[src/rtl/fuzzy_demapping_if.sv]
// Purpose : handshake/data bundle between the fuzzy inference layer and the demapper.
// Ports   : InValid/InReady + LoaclFlag/LongBitData (request side),
//           OutValid/OutReady + OutFixed/IsHit/ErrorReturn (result side).
// master = producer of requests / consumer of results; slave = the demapper.
interface fuzzy_demapping_if #(
  parameter int OutData_limit = 4,
  parameter int LongBit_limit = 10
);
  logic                     InValid;
  logic                     InReady;
  logic [2:0]               LoaclFlag;
  logic [LongBit_limit-1:0] LongBitData;
  logic                     OutValid;
  logic                     OutReady;
  logic [OutData_limit-1:0] OutFixed;
  logic                     IsHit;
  logic                     ErrorReturn;

  modport master (
    output InValid, LoaclFlag, LongBitData, OutReady,
    input  InReady, OutValid, OutFixed, IsHit, ErrorReturn
  );

  modport slave (
    input  InValid, LoaclFlag, LongBitData, OutReady,
    output InReady, OutValid, OutFixed, IsHit, ErrorReturn
  );
endinterface

[src/rtl/fuzzy_demapping.sv]
// Purpose : rebuild a crisp value from a region flag + thermometer code (serial count, subtract-loop divide).
// Latency : L + q + 2 cycles from accept to OutValid (q = quotient, 0 for core / out-of-range / error).
// Backpres: single transaction in flight; InReady only in IDLE, result held in DONE until OutReady.
// Ports   : Clk, Rst_n (async active-low), bus (fuzzy_demapping_if.slave).
// Option  : define FUZZY_DEMAP_ROUND_EN for round-half-up instead of truncating division.
module fuzzy_demapping #(
  parameter int OutData_limit = 4,
  parameter int LongBit_limit = 10,
  parameter int Node0 = 0,
  parameter int Node1 = 1,
  parameter int Node2 = 2,
  parameter int Node3 = 3
) (
  input  logic                Clk,
  input  logic                Rst_n,
  fuzzy_demapping_if.slave    bus
);

  localparam int          W         = OutData_limit;
  localparam int          L         = LongBit_limit;
  localparam logic [31:0] L_U       = 32'(L);
  localparam logic [31:0] UP_SPAN   = 32'(Node1 - Node0);
  localparam logic [31:0] DOWN_SPAN = 32'(Node3 - Node2);
`ifdef FUZZY_DEMAP_ROUND_EN
  localparam logic [31:0] REM_BIAS  = 32'(L / 2);
`else
  localparam logic [31:0] REM_BIAS  = 32'd0;
`endif

  typedef enum logic [1:0] {S_IDLE, S_COUNT, S_DIV, S_DONE} state_t;

  state_t         r_state;
  state_t         w_state_nxt;
  logic [L-1:0]   r_shift;
  logic [2:0]     r_flag;
  logic [31:0]    r_cnt;
  logic [31:0]    r_bit_idx;
  logic           r_seen_zero;
  logic           r_err;
  logic [31:0]    r_rem;
  logic [W-1:0]   r_q;
  logic [W-1:0]   r_out_fixed;
  logic           r_is_hit;
  logic           r_err_ret;

  logic           w_in_ready;
  logic           w_out_valid;
  logic           w_bit;
  logic [31:0]    w_cnt_nxt;
  logic           w_err_nxt;
  logic           w_last_bit;
  logic           w_div_go;
  logic [31:0]    w_rem_load;
  logic [W-1:0]   w_result;
  logic           w_hit;

  assign w_bit      = r_shift[0];
  assign w_cnt_nxt  = r_cnt + {31'd0, w_bit};
  // A one arriving after any zero means the code is not a packed thermometer.
  assign w_err_nxt  = r_err | (r_seen_zero & w_bit);
  assign w_last_bit = (r_bit_idx == L_U - 32'd1);
  assign w_div_go   = (r_rem >= L_U);

  // Dividend for the selected region; down slope outranks core, core outranks up.
  // Core, out-of-range and errors load 0 so DIV exits after one cycle.
  always_comb begin
    w_rem_load = 32'd0;
    if (!w_err_nxt) begin
      if (r_flag[0])      w_rem_load = w_cnt_nxt * DOWN_SPAN + REM_BIAS;
      else if (r_flag[1]) w_rem_load = 32'd0;
      else if (r_flag[2]) w_rem_load = w_cnt_nxt * UP_SPAN + REM_BIAS;
    end
  end

  always_comb begin
    w_result = '0;
    w_hit    = 1'b0;
    if (!r_err) begin
      if (r_flag[0])      w_result = W'(Node3) - r_q;
      else if (r_flag[1]) w_result = W'(Node1);
      else if (r_flag[2]) w_result = W'(Node0) + r_q;
      else                w_hit    = 1'b1;
    end
  end

  always_ff @(posedge Clk or negedge Rst_n) begin
    if (!Rst_n) r_state <= S_IDLE;
    else        r_state <= w_state_nxt;
  end

  always_comb begin
    w_state_nxt = r_state;
    w_in_ready  = 1'b0;
    w_out_valid = 1'b0;
    case (r_state)
      S_IDLE: begin
        w_in_ready = 1'b1;
        if (bus.InValid) w_state_nxt = S_COUNT;
      end
      S_COUNT: if (w_last_bit) w_state_nxt = S_DIV;
      S_DIV:   if (!w_div_go)  w_state_nxt = S_DONE;
      S_DONE: begin
        w_out_valid = 1'b1;
        if (bus.OutReady) w_state_nxt = S_IDLE;
      end
      default: w_state_nxt = S_IDLE;
    endcase
  end

  always_ff @(posedge Clk or negedge Rst_n) begin
    if (!Rst_n) begin
      r_shift     <= '0;
      r_flag      <= '0;
      r_cnt       <= '0;
      r_bit_idx   <= '0;
      r_seen_zero <= 1'b0;
      r_err       <= 1'b0;
      r_rem       <= '0;
      r_q         <= '0;
      r_out_fixed <= '0;
      r_is_hit    <= 1'b0;
      r_err_ret   <= 1'b0;
    end else begin
      case (r_state)
        S_IDLE: if (bus.InValid) begin
          r_shift     <= bus.LongBitData;
          r_flag      <= bus.LoaclFlag;
          r_cnt       <= '0;
          r_bit_idx   <= '0;
          r_seen_zero <= 1'b0;
          r_err       <= 1'b0;
          r_rem       <= '0;
          r_q         <= '0;
        end
        S_COUNT: begin
          r_shift     <= r_shift >> 1;
          r_cnt       <= w_cnt_nxt;
          r_err       <= w_err_nxt;
          r_seen_zero <= r_seen_zero | ~w_bit;
          r_bit_idx   <= r_bit_idx + 32'd1;
          if (w_last_bit) begin
            r_rem <= w_rem_load;
            r_q   <= '0;
          end
        end
        S_DIV: begin
          if (w_div_go) begin
            r_rem <= r_rem - L_U;
            r_q   <= r_q + W'(1);
          end else begin
            r_out_fixed <= w_result;
            r_is_hit    <= w_hit;
            r_err_ret   <= r_err;
          end
        end
        default: ;
      endcase
    end
  end

  assign bus.InReady     = w_in_ready;
  assign bus.OutValid    = w_out_valid;
  assign bus.OutFixed    = r_out_fixed;
  assign bus.IsHit       = r_is_hit;
  assign bus.ErrorReturn = r_err_ret;

endmodule

[src/flat_wrapper.sv]
// flat-port wrapper written by rule: the top's interface ports become plain ports
module fuzzy_demapping_flat 
#(
  parameter int OutData_limit = 4,
  parameter int LongBit_limit = 10,
  parameter int Node0 = 0,
  parameter int Node1 = 1,
  parameter int Node2 = 2,
  parameter int Node3 = 3
)
  (Clk, Rst_n, bus_InValid, bus_LoaclFlag, bus_LongBitData, bus_OutReady, bus_InReady, bus_OutValid, bus_OutFixed, bus_IsHit, bus_ErrorReturn);
  fuzzy_demapping_if #(.OutData_limit(OutData_limit), .LongBit_limit(LongBit_limit)) bus_i ();
  input  logic Clk;
  input  logic Rst_n;
  input wire logic [$bits(bus_i.InValid)-1:0] bus_InValid;
  input wire logic [$bits(bus_i.LoaclFlag)-1:0] bus_LoaclFlag;
  input wire logic [$bits(bus_i.LongBitData)-1:0] bus_LongBitData;
  input wire logic [$bits(bus_i.OutReady)-1:0] bus_OutReady;
  output wire logic [$bits(bus_i.InReady)-1:0] bus_InReady;
  output wire logic [$bits(bus_i.OutValid)-1:0] bus_OutValid;
  output wire logic [$bits(bus_i.OutFixed)-1:0] bus_OutFixed;
  output wire logic [$bits(bus_i.IsHit)-1:0] bus_IsHit;
  output wire logic [$bits(bus_i.ErrorReturn)-1:0] bus_ErrorReturn;
  assign bus_i.InValid = bus_InValid;
  assign bus_i.LoaclFlag = bus_LoaclFlag;
  assign bus_i.LongBitData = bus_LongBitData;
  assign bus_i.OutReady = bus_OutReady;
  assign bus_InReady = bus_i.InReady;
  assign bus_OutValid = bus_i.OutValid;
  assign bus_OutFixed = bus_i.OutFixed;
  assign bus_IsHit = bus_i.IsHit;
  assign bus_ErrorReturn = bus_i.ErrorReturn;
  fuzzy_demapping #(.OutData_limit(OutData_limit), .LongBit_limit(LongBit_limit), .Node0(Node0), .Node1(Node1), .Node2(Node2), .Node3(Node3)) u_core (.Clk(Clk), .Rst_n(Rst_n), .bus(bus_i));
endmodule
[config.mk]
export PLATFORM = sky130hd
export DESIGN_NAME = fuzzy_demapping_flat
export DESIGN_NICKNAME = d
export VERILOG_FILES = /design/src/rtl/fuzzy_demapping_if.sv /design/src/rtl/fuzzy_demapping.sv /design/src/flat_wrapper.sv
export SDC_FILE = /design/constraint.sdc
export NUM_CORES = 1
export LEC_CHECK = 0
export BUFFER_PORTS_ARGS = -buffer_cell sky130_fd_sc_hd__buf_2
export CORE_UTILIZATION = 57
export DETAILED_ROUTE_END_ITERATION = 8
export PLACE_DENSITY = 0.83
export REMOVE_ABC_BUFFERS = 1
export SLEW_MARGIN = 20
export SYNTH_ARGS = -nofsm -noshare
export SYNTH_HDL_FRONTEND = slang
export SYNTH_SLANG_ARGS = --single-unit
[constraint.sdc]
create_clock -name Clk -period 2.24 [get_ports Clk]
set_clock_uncertainty 0.05 [all_clocks]
set_input_delay 0.448 -clock Clk [delete_from_list [all_inputs] [get_ports Clk]]
set_output_delay 0.448 -clock Clk [all_outputs]
set_load 0.01 [all_outputs]
==> results by group <==
Timing
  • Setup TNS: -6.10 ns
  • Tcrit/Tclk final: 1.11
  • Minimum hold slack: -0.0115 ns
  • Final setup fails: roughly 50
  • Final Max Tran Viols: 0
  • Setup slack after layout: -0.256 ns
  • Fmax: about 0.40 GHz
  • Slew Limit Headroom: 0.575
  • Number of hold violations in the final report: 10
  • Min Tclk post-route: ~2.5 ns
  • Worst Tran Pin Value: roughly 0.64 ns
  • RSZ-0062 raised after global routing: yes

Run status
  • Run status: finished, violations left
  • Failing checks: hold timing, setup timing

Worst setup path
  • Worst EP arrival: roughly 2.8 ns
  • RR Startpoint: u_core.r_bit_idx[1]
  • WS Path Type: reg -> reg
  • R2r setup slk: -0.26 ns
  • R2r endpoint: u_core.r_rem[10]
  • Worst Setup End Kind: flip-flop
  • Cell count of the worst reg-to-reg path: 10
  • WP data required: about 2.5 ns
  • Startpoint types: flip-flop
  • Crit path max fanout: 8

Yosys
  • Synth warn: 0
  • Post-synthesis sequential area ratio: 0.437
  • Mux cell area share after synthesis: 0.0252
  • Mapped Avg Cell Area: 8.94 um2
  • Top_reg_cell synth: dfrtp_1
  • Async SR Flop Fraction: 1.00
  • Post-synthesis adder-cell area fraction: 0.0195
  • Unique masters post-synth: 58
  • Largest family of logic cells by synthesized area: simple AND/OR/NAND/NOR gates
  • Mapped cell area: a little over 7000 um2
  • Syn Inst Count: ~800
  • Synth Area in Compound Gates: 0.153
  • EDFF count, synth: 0
  • Flip-flop and latch count after synthesis: 123
  • Post-Synth Simple-Gate Area: 0.235
  • Xor and xnor area share after synthesis: 0.0970

Routing
  • Post-Route WL: roughly 25 mm
  • Vias per inst: 6.88
  • DRC violations left: 0
  • Pre-antenna DRT Iters: 6
  • Wire per inst: between 20 and 25 um
  • Initial DRC Count: between 1000 and 1500
  • Detail Route Antenna Nets: 0
  • Routed vias: around 7600

CTS
  • CTS Sinks: 123
  • CTS tree: built
  • Root Buffer: clkbuf_16
  • Clock Path Buffers: 2
  • Clock slew at reported path FFs: 0.06 ns
  • CTS Hold Bufs: 0
  • TritonCTS Buffers: 17
  • CTS H-tree lvls: 4
  • Clock insertion delay at the later pin of the skew report: about 0.44 ns

Worst hold path
  • Hold WC Path Type: in -> async

Global routing
  • Initial antenna violation count: 0
  • Largest net degree at the start of global routing: around 50
  • Grt ovf: 0
  • Tot GR Track Use: 0.364
  • First-pass GRT wire length: 35.9 mm
  • Vias in the first global route: between 7000 and 8000

Power and ir drop
  • Sw Ratio: 0.430
  • Comb pwr share: 0.537
  • Leak: 0.00424 uW
  • Flop pwr share: 0.239
  • Internal Power: 7170 uW
  • Clock power frac: 0.224
  • Switching Power: about 5400 uW
  • PwrDens: 1340 nW/um2
  • Maximum vdd drop: roughly 1.6 mV
  • Final Power: between 10000 and 15000 uW

Floorplanning
  • Cell Rows: 40
  • DIE AREA: 12800 um2
  • DIE HEIGHT: around 110 um
  • I/O pin count: 25
  • Starting density of the core: 0.587
  • Die Width: ~110 um
  • CORE AREA: around 12000 um2

Layout
  • Area Growth Syn to Fin: 33.4%
  • Antenna cells: 0
  • Post-route insts no fill: 1098
  • Finished Cell Area: approximately 9400 um2
  • # nets final: between 900 and 1000
  • Fillers: between 600 and 700
  • Layout cells sized above 1: 0.302

Job
  • Number of max-cap violations: 0

Place
  • Placed Instances: around 1000
  • Post-DP Area: around 8200 um2
  • HPWL Detailed: between 10 and 15 mm
  • Port bufs: 24
  • RePlAce Congestion: roughly 0.9
[worst max-delay path by stage]
| stage | start | endpoint | slack [ns] | cells after the start |
|---|---|---|---|---|
| 2_1_floorplan | u_core.r_state[1] | u_core.r_bit_idx[31] | -1.16 | 9 |
| 3_3_place_gp | u_core.r_bit_idx[28] | u_core.r_rem[13] | -0.13 | 8 |
| 3_5_place_dp | u_core.r_bit_idx[28] | u_core.r_rem[13] | -0.23 | 8 |
| 4_1_cts | u_core.r_rem[28] | u_core.r_rem[8] | -0.06 | 8 |
| 5_1_grt | u_core.r_rem[28] | u_core.r_q[3] | -0.27 | 8 |
| 6_report | u_core.r_bit_idx[1] | u_core.r_rem[10] | -0.26 | 10 |
[cell usage in the layout, fill, tap and decap left out, types with 20 or more instances in the layout]
| cell | n |
|---|---|
| buf_4 | 125 |
| dfrtp_1 | 122 |
| nand2_1 | 102 |
| nor2_1 | 69 |
| xnor2_1 | 40 |
| xor2_1 | 37 |
| nand3_1 | 34 |
| a21oi_1 | 28 |
| o21ai_0 | 28 |
| o31ai_1 | 26 |
| buf_2 | 24 |
| o21ai_1 | 23 |
| a22oi_1 | 20 |
[area by class of cell]
class | instances | area (um2) | share of cell area
tap | 147 | 184 | 0.0196
clock buffer | 23 | 468 | 0.0498
timing repair buffer | 174 | 1430 | 0.152
clock inverter | 7 | 116 | 0.0124
inverter | 13 | 48.8 | 0.00519
sequential | 123 | 3080 | 0.328
multi-input combinational | 611 | 4080 | 0.434
[stage by stage]
step / worst slack, ns / util
after floorplan: -1.16 / -
after global placement: -0.126 / 0.684
after detailed placement: -0.232 / 0.684
after CTS: -0.0568 / 0.754
after global routing: -0.271 / 0.782
final: -0.256 / 0.782
[per-layer routing]
| layer | GRT usage | share of wire | wire length (um) | vias to the layer above |
|---|---|---|---|---|
| li1 | - | - | - | 3116 |
| met1 | 0.441 | 0.35 | 8990 | 3596 |
| met2 | 0.598 | 0.47 | 11900 | 640 |
| met3 | 0.0894 | 0.10 | 2610 | 203 |
| met4 | 0.201 | 0.075 | 1910 | 0 |
| met5 | 0 | 0 | 0 | - |
[timing repair]
action | in CTS | in global routing
buffers inserted | 9 | 12
gates cloned | 2 | 1
gates resized for setup | 53 | 76
endpoints found under the setup margin | 53 | 72
pin swaps | 25 | 22
[power by group through the flow]
stage / logic [uW] / clock network [uW] / registers, uW
after detailed placement: 5030 / 0 / 2950
after floorplan: 2890 / 0 / 2940
after global placement: 4860 / 0 / 2920
final: 6750 / 2820 / 3000
after CTS: 5640 / 2760 / 2930
after global routing: 7040 / 2890 / 3020
[cell usage after synthesis (all sizes together) (2+ instances only)]
cell,number,area [um2]
dfrtp,123,3080
nand2,119,449
nor2,75,284
o21ai,57,285
nand3,41,205
xnor2,41,359
xor2,37,324
clkbuf,34,128
a21oi,30,150
o31ai,27,203
nor3,22,131
a22oi,21,158
nand4,15,93.8
nor4,13,111
or3,13,81.3
inv,12,45.0
ha,11,138
mux2i,11,110
a22o,9,78.8
or4,8,67.6
buf,7,52.5
o22ai,7,43.8
and3,6,37.5
mux2,6,67.6
nand2b,6,40.0
and4,5,43.8
a21o,4,30.0
o41ai,4,35.0
a311o,2,20.0
a31oi,2,12.5
a32oi,2,17.5
and2,2,12.5
nor4bb,2,20.0
or2,2,12.5
[state kept, by name, indices dropped and copies added, names as in the netlist]
signal / count
u_core.r_bit_idx: 32
u_core.r_cnt: 32
u_core.r_rem: 32
u_core.r_shift: 10
u_core.bus.OutFixed: 4
u_core.r_q: 4
u_core.r_flag: 3
u_core.r_state: 2
u_core.bus.ErrorReturn: 1
u_core.bus.IsHit: 1
u_core.r_err: 1
u_core.r_seen_zero: 1
[kinds of logic after synthesis]
logic type	Yosys count
AO/OA/AOI/OAI	170
XOR/XNOR	78
adder cells (fa/ha/maj)	11
buffers and inverters	54
flip-flops	123
multiplexers	17
AND/OR/NAND/NOR	335
[worst max-delay path: stages (launching register included)]
cell      delay (ns)
dfrtp_1         0.40
inv_2           0.09
ha_4            0.15
nor4bb_4        0.30
nand4_1         0.19
o21ai_2         0.19
nand3b_1        0.11
buf_6           0.15
nand2b_4        0.21
buf_2           0.19
o31ai_1         0.32
Power figures use the tool's default switching activity.
